File: src/rtl/refclk_freq_monitor_if.sv
// Control/status bundle between the refclk frequency monitor and its consumer
// (slow-control register file / link bring-up). 'slave' is the monitor side.
interface refclk_freq_monitor_if #(
    parameter int N_CLK = 16,
    parameter int CNT_W = 20
);
    logic [N_CLK-1:0] ref_tgl;
    logic [N_CLK-1:0] ch_mask;
    logic             clear_sticky;
    logic [4:0]       sel;
    logic [CNT_W-1:0] cnt_out;
    logic             meas_valid;
    logic [N_CLK-1:0] clk_ok;
    logic [N_CLK-1:0] clk_bad_sticky;
    logic             all_ok;

    modport master (
        output ref_tgl, ch_mask, clear_sticky, sel,
        input  cnt_out, meas_valid, clk_ok, clk_bad_sticky, all_ok
    );

    modport slave (
        input  ref_tgl, ch_mask, clear_sticky, sel,
        output cnt_out, meas_valid, clk_ok, clk_bad_sticky, all_ok
    );
endinterface

File: src/rtl/refclk_freq_monitor.sv
// Counts divided-refclk toggle edges per fixed gate window of the fabric clock and
// flags channels whose count falls outside [EXP_MIN, EXP_MAX] (live and sticky).
module refclk_freq_monitor #(
    parameter int N_CLK       = 16,
    parameter int GATE_CYCLES = 125000,
    parameter int CNT_W       = 20,
    parameter int EXP_MIN     = 2495,
    parameter int EXP_MAX     = 2515
) (
    input logic                  clk,
    input logic                  rst,
    refclk_freq_monitor_if.slave bus
);
    localparam int GATE_W = (GATE_CYCLES > 1) ? $clog2(GATE_CYCLES) : 1;
    localparam logic [GATE_W-1:0] GATE_LAST = GATE_W'(GATE_CYCLES - 1);
    localparam logic [CNT_W-1:0]  LIM_LO    = CNT_W'(EXP_MIN);
    localparam logic [CNT_W-1:0]  LIM_HI    = CNT_W'(EXP_MAX);

    generate
        if (EXP_MIN < 0 || EXP_MIN > EXP_MAX ||
            longint'(EXP_MAX) >= (longint'(1) << CNT_W)) begin : g_bad_limits
            $error("refclk_freq_monitor: need 0 <= EXP_MIN <= EXP_MAX < 2**CNT_W");
        end
    endgenerate

    logic [N_CLK-1:0]  s1_q, s2_q, s3_q;
    logic [N_CLK-1:0]  edge_det;
    logic [GATE_W-1:0] gate_q, gate_d;
    logic              terminal;
    logic [CNT_W-1:0]  cnt_q    [N_CLK];
    logic [CNT_W-1:0]  cnt_d    [N_CLK];
    logic [CNT_W-1:0]  cnt_inc  [N_CLK];
    logic [CNT_W-1:0]  result_q [N_CLK];
    logic [CNT_W-1:0]  result_d [N_CLK];
    logic [N_CLK-1:0]  in_range;
    logic [N_CLK-1:0]  ok_q, ok_d;
    logic [N_CLK-1:0]  sticky_q, sticky_d;
    logic [N_CLK-1:0]  bad_set;
    logic              valid_q, valid_d;
    logic              all_ok_q, all_ok_d;
    logic [CNT_W-1:0]  cnt_out_q, cnt_out_d;

    // s1 is the metastability stage; edges are taken from the settled s2/s3 pair.
    assign edge_det = s2_q ^ s3_q;
    assign terminal = (gate_q == GATE_LAST);

    always_comb begin
        gate_d    = terminal ? '0 : gate_q + 1'b1;
        cnt_inc   = cnt_q;
        cnt_d     = cnt_q;
        result_d  = result_q;
        in_range  = '0;
        cnt_out_d = '0;
        for (int unsigned i = 0; i < N_CLK; i++) begin
            if (edge_det[i] && cnt_q[i] != '1) begin
                cnt_inc[i] = cnt_q[i] + 1'b1;
            end
            // The terminal-cycle edge is folded into the closing result only.
            cnt_d[i]    = terminal ? '0 : cnt_inc[i];
            result_d[i] = terminal ? cnt_inc[i] : result_q[i];
            in_range[i] = (cnt_inc[i] >= LIM_LO) && (cnt_inc[i] <= LIM_HI);
            if (32'(bus.sel) == i) begin
                cnt_out_d = result_q[i];
            end
        end
        ok_d     = terminal ? (bus.ch_mask | in_range) : ok_q;
        bad_set  = terminal ? (~bus.ch_mask & ~in_range) : '0;
        sticky_d = (bus.clear_sticky ? '0 : sticky_q) | bad_set;
        valid_d  = terminal;
        all_ok_d = &ok_q;
    end

    always_ff @(posedge clk or posedge rst) begin
        if (rst) begin
            s1_q      <= '0;
            s2_q      <= '0;
            s3_q      <= '0;
            gate_q    <= '0;
            ok_q      <= '0;
            sticky_q  <= '0;
            valid_q   <= 1'b0;
            all_ok_q  <= 1'b0;
            cnt_out_q <= '0;
            for (int unsigned i = 0; i < N_CLK; i++) begin
                cnt_q[i]    <= '0;
                result_q[i] <= '0;
            end
        end else begin
            s1_q      <= bus.ref_tgl;
            s2_q      <= s1_q;
            s3_q      <= s2_q;
            gate_q    <= gate_d;
            cnt_q     <= cnt_d;
            result_q  <= result_d;
            ok_q      <= ok_d;
            sticky_q  <= sticky_d;
            valid_q   <= valid_d;
            all_ok_q  <= all_ok_d;
            cnt_out_q <= cnt_out_d;
        end
    end

    assign bus.cnt_out        = cnt_out_q;
    assign bus.meas_valid     = valid_q;
    assign bus.clk_ok         = ok_q;
    assign bus.clk_bad_sticky = sticky_q;
    assign bus.all_ok         = all_ok_q;
endmodule

File: src/flat_wrapper.sv
// flat-port wrapper written by rule: the top's interface ports become plain ports
module refclk_freq_monitor_flat 
#(
    parameter int N_CLK       = 16,
    parameter int GATE_CYCLES = 125000,
    parameter int CNT_W       = 20,
    parameter int EXP_MIN     = 2495,
    parameter int EXP_MAX     = 2515
)
  (clk, rst, bus_ref_tgl, bus_ch_mask, bus_clear_sticky, bus_sel, bus_cnt_out, bus_meas_valid, bus_clk_ok, bus_clk_bad_sticky, bus_all_ok);
  refclk_freq_monitor_if #(.N_CLK(N_CLK), .CNT_W(CNT_W)) bus_i ();
  input logic clk;
  input logic rst;
  input wire logic [$bits(bus_i.ref_tgl)-1:0] bus_ref_tgl;
  input wire logic [$bits(bus_i.ch_mask)-1:0] bus_ch_mask;
  input wire logic [$bits(bus_i.clear_sticky)-1:0] bus_clear_sticky;
  input wire logic [$bits(bus_i.sel)-1:0] bus_sel;
  output wire logic [$bits(bus_i.cnt_out)-1:0] bus_cnt_out;
  output wire logic [$bits(bus_i.meas_valid)-1:0] bus_meas_valid;
  output wire logic [$bits(bus_i.clk_ok)-1:0] bus_clk_ok;
  output wire logic [$bits(bus_i.clk_bad_sticky)-1:0] bus_clk_bad_sticky;
  output wire logic [$bits(bus_i.all_ok)-1:0] bus_all_ok;
  assign bus_i.ref_tgl = bus_ref_tgl;
  assign bus_i.ch_mask = bus_ch_mask;
  assign bus_i.clear_sticky = bus_clear_sticky;
  assign bus_i.sel = bus_sel;
  assign bus_cnt_out = bus_i.cnt_out;
  assign bus_meas_valid = bus_i.meas_valid;
  assign bus_clk_ok = bus_i.clk_ok;
  assign bus_clk_bad_sticky = bus_i.clk_bad_sticky;
  assign bus_all_ok = bus_i.all_ok;
  refclk_freq_monitor #(.N_CLK(N_CLK), .GATE_CYCLES(GATE_CYCLES), .CNT_W(CNT_W), .EXP_MIN(EXP_MIN), .EXP_MAX(EXP_MAX)) u_core (.clk(clk), .rst(rst), .bus(bus_i));
endmodule
File: config.mk
export PLATFORM = sky130hd
export DESIGN_NAME = refclk_freq_monitor_flat
export DESIGN_NICKNAME = d
export VERILOG_FILES = /design/src/rtl/refclk_freq_monitor_if.sv /design/src/rtl/refclk_freq_monitor.sv /design/src/flat_wrapper.sv
export SDC_FILE = /design/constraint.sdc
export NUM_CORES = 2
export LEC_CHECK = 0
export CORE_MARGIN = 2
export CORE_UTILIZATION = 55
export CTS_CLUSTER_SIZE = 10
export DETAILED_ROUTE_END_ITERATION = 10
export PLACE_DENSITY_LB_ADDON = 0.25
export SYNTH_ARGS = -nofsm -noshare
export SYNTH_HDL_FRONTEND = slang
export SYNTH_SLANG_ARGS = --single-unit
File: constraint.sdc
create_clock -name clk -period 28.9 [get_ports clk]
set_input_delay 5.78 -clock clk [delete_from_list [all_inputs] [get_ports clk]]
set_output_delay 5.78 -clock clk [all_outputs]
set_load 0.1 [all_outputs]
After elaboration in Yosys (flattened, before gate mapping)
Cells that the tools add are included.

Bits in read-only memories: 0. Input bits: 40. Output and inout bits: 54. Word-level logic and storage cells: 213. Flip-flop bits (word level): 759. Bits in latches: 0. Memory bits (writable): 0. Memories: 0.

Multiplexer cells: 51. $add $sub $neg: 17. Multipliers: 0. Divide/modulo/power cells: 0. Bitwise logic cells: 6. Magnitude comparators: 32. Reductions and logical operators: 34. Shifts and indexed selects: 0. Eq/ne operators: 32.

Operator list (number): $mux 20 (48); $add 20x1->20 const B (16); $ge 20x12->1 const B (16); $le 20x12->1 const B (16); $ne 20x20->1 const B (16); $eq 5x4->1 const B (8); $logic_and 1x1->1 (32); $mux 16 (2); $not 16->16 (2); $or 16x16->16 (2); $eq 5x3->1 const B (4); $add 17x1->17 const B (1); $eq 17x17->1 const B (1); $mux 17 (1); $and 16x16->16 (1); $reduce_and 16->1 (1); $xor 16x16->16 (1); $eq 5x2->1 const B (2); $eq 5x1->1 const B (1); $logic_not 5->1 (1).

Depth between registers and ports, before layout
Word-level depth: 17. Gate-level depth with buffers: 11. Gate-level depth less buffers: 9.

Worst setup path after synthesis
Ideal clock, no wire load.

Path kind: input port to flip-flop. Start: input bus_sel[4]. End: register u_core.cnt_out_q[5] (netlist: u_core.bus.cnt_out[5]). Data arrival time: 7.689 ns. Setup slack: 21.068 ns. Stages on the path: 9. Cell sequence: clkbuf_1 nor4b_1 clkbuf_1 clkbuf_1 nand2_1 o22ai_1 a31oi_1 a31oi_1 o221ai_1.

Longest elaborated chain between the ends: 17. Elaborated cells between the ends (all ways): 32. Those cells by class: eq/ne: 15; mux: 16; reduce/logical: 1.

Ends and longest elaborated chain: from (decl) (RTL line flat_wrapper.sv:17) `input wire logic [$bits(bus_i.sel)-1:0] bus_sel;`; $logic_not 5->1 (RTL line refclk_freq_monitor.sv:62) `if (32'(bus.sel) == i) begin`; $mux 20 (15 in a row) (RTL line refclk_freq_monitor.sv:62); $mux 20 * (RTL line refclk_freq_monitor.sv:62); named net u_core.cnt_out_d[5] (RTL line refclk_freq_monitor.sv:41) `logic [CNT_W-1:0] cnt_out_q, cnt_out_d;`; to (signal assigned) (RTL line refclk_freq_monitor.sv:99) `cnt_out_q <= cnt_out_d;`; to (decl) (RTL line refclk_freq_monitor.sv:41).

Mark *: on every way through the listed nets, which the timed path passes. The rest lies on a longest branch. A chain may end at the register's enable or synchronous reset.

==> qor.csv <==
metric,value,unit
cp_max_fo,169,
synth_xor_area_share,7.25,%
drv_cap,0,
cts_buffers,88,
synth.largest_area_cell,dfrtp_1,
overflow,0,
syn_area_per_cell,9.29,µm²
synth_area_leaders,"dfrtp_1 (50%), nand2_1 (5.4%), o21ai_0 (5.1%)",
synth_top_family_by_area,simple AND/OR/NAND/NOR gates,
synth_compound_area_share,15.5,%
postPlaceCellArea,39500,µm²
synthArstFlopShare,100,%
r2r_setup_slack,24.78,ns
gp_congestion,0.928,
ys.flop_type,dfrtp_1,
place_ws,19.33,ns
grt_pass1_wl,174000,µm
worst_slew_pin_slew,1.15,ns
rr_startpoint,u_core.gate_q[0]$_DFF_PP0_,
drtIter0Drc,3312,
drt-total-wl,113000,µm
rsz0062_at_grt,false,
reg2regPathDepth,9,
max_freq,0.114,GHz
cts_tree,built,
power.density,65.9,nW/µm²
h-tree-depth,3,
die_w,267,µm
fin_ws,20.11,ns
irDropWorstVdd,0.0000561,V
cp-startpoint,rst,
fin_util,61.3,%
portBuffers,93,
cts-root-buf,clkbuf_16,
fp.dieH,267,µm
clock_skew,0.0173,ns
drtPass1Iterations,6,
slew_headroom,23.1,%
end_kind,asynchronous set/reset pin,
slew_viol_final,0,
cp.arrival,9.41,ns
wl_per_cell,22.6,µm
synth_top_area_share,50.1,%
finalHoldViolations,0,
setup_tns,0,ns
cts_resized,0,
drtAntennaViolNets,0,
drive_gt1_share,5.25,%
initial_core_util,55.4,%
antenna_found_initial,4,
fin_area,41900,µm²
netlist_instances,4082,
worstSetupStartpointType,input pin,
final_nets,4133,
cts.sinks,759,
ys_seq_elements,759,
worstSetupPathType,input pin to asynchronous set/reset pin,
clock_latency,0.64,ns
p_leak,17.9,nW
postCtsHoldBufs,0,
status,completed,
timing.hold.ws,0.344,ns
yosys.area_share.simple,21.6,%
period_needed,8.79,ns
synth_warnings,0,
grt_pass1_vias,29400,
finalSetupViolations,0,
die_area,71100,µm²
clock_path_buffers,3,
layout_common_cells,"dfrtp_1 (759), nand2_1 (542), nor2_1 (517)",
synth_edf_count,0,
hpwlAfterDp,80700,µm
min_from,u_core.s1_q[15]$_DFF_PP0_,
cp_data_required_time,29.52,ns
area_growth,10.6,%
fin_cells,4983,
syn-num-nets,4139,
dp_cells,4868,
postCtsSetupBuffers,0,
yosysSeqAreaShare,50.1,%
vias_per_cell,6.30,
period_share,30.4,%
synth.distinct_cells,96,
grt_max_degree,170,
vias,31400,
synth_mux_area_share,2.18,%
power,2.76,mW
core,68500,µm²
pin_count,94,
r2r-end,u_core.bus.clk_bad_sticky[11]$_DFF_PP0_,
crit_end,u_core.cnt_q[50]$_DFF_PP0_,
grt_usage,31.8,%
rows,96,
drc,0,
layout_commonest_cell,dfrtp_1,
synth_area,37900,µm²
cts.clk_slew.worst_paths,0.05,ns
holdCritPathClass,flop to flop,
synth-adder-area-share,0.561,%
[state kept, by name, indices dropped and copies added (netlist names), 16 cells and up]
name and cells:
u_core.bus.cnt_out 20, u_core.result_q 320, u_core.s3_q 16, u_core.s2_q 16
u_core.gate_q 17, u_core.s1_q 16, u_core.bus.clk_bad_sticky 16, u_core.bus.clk_ok 16
u_core.cnt_q 320
[cell families (layout without fill, tap and decap cells)]
group / Yosys count / after routing
AND/OR/NAND/NOR: 1724 / 1724
AO/OA/AOI/OAI: 912 / 912
flip-flops: 759 / 759
XOR/XNOR: 312 / 312
buffers and inverters: 277 / 294
multiplexers: 81 / 81
adder cells (fa/ha/maj): 17 / 17
other: 0 / 2
[synthesized netlist by cell type, drive strengths merged, types with 64 or more instances]
| library cell | number |
|---|---|
| nand3 | 150 |
| mux2i | 68 |
| and3 | 64 |
| o21ai | 394 |
| dfrtp | 759 |
| xnor2 | 188 |
| clkbuf | 205 |
| a21oi | 109 |
| nand2 | 542 |
| nand4 | 100 |
| nor3 | 80 |
| nor2 | 517 |
| xor2 | 124 |
[power breakdown]
group	leakage, nW	switching [mW]	internal (mW)	total [mW]
combinational	6.49	0.320	0.181	0.501
clock	1.21	0.413	0.587	1.00
sequential	10.2	0.118	1.14	1.26
[area by class of cell]
cell class | instances | area (µm²)
fill | 5805 | 26500
sequential | 759 | 19000
multi-input combinational | 3046 | 18000
clock buffer | 107 | 2380
timing repair buffer | 127 | 1200
tap | 882 | 1100
inverter | 54 | 218
clock inverter | 6 | 91.3
antenna | 2 | 5.00
[worst max-delay path: stages]
cell and delay, ns:
clkdlybuf4s50_1 0.49, inv_8 0.54, buf_4 0.79, buf_12 0.67
buf_4 0.86
[worst min path at each step]
| stage | to | depth (start not counted) |
|---|---|---|
| 4_1_cts | u_core.s2_q[15]$_DFF_PP0_ | 0 |
| 6_report | u_core.s2_q[15]$_DFF_PP0_ | 0 |
| 3_5_place_dp | u_core.s2_q[15]$_DFF_PP0_ | 0 |
| 5_1_grt | u_core.s2_q[9]$_DFF_PP0_ | 0 |
| 2_1_floorplan | u_core.s2_q[0]$_DFF_PP0_ | 0 |
| 3_3_place_gp | u_core.s2_q[12]$_DFF_PP0_ | 0 |
[metal layers]
| metal | routed length [µm] | vias to the layer above | track usage (%) |
|---|---|---|---|
| met3 | 10500 | 163 | 8.12 |
| met5 | 13 | - | 0 |
| met4 | 3450 | 2 | 9.90 |
| li1 | - | 14500 | - |
| met2 | 48600 | 1149 | 46.2 |
| met1 | 50100 | 15600 | 46.8 |
(Power assumes the default switching activity.)
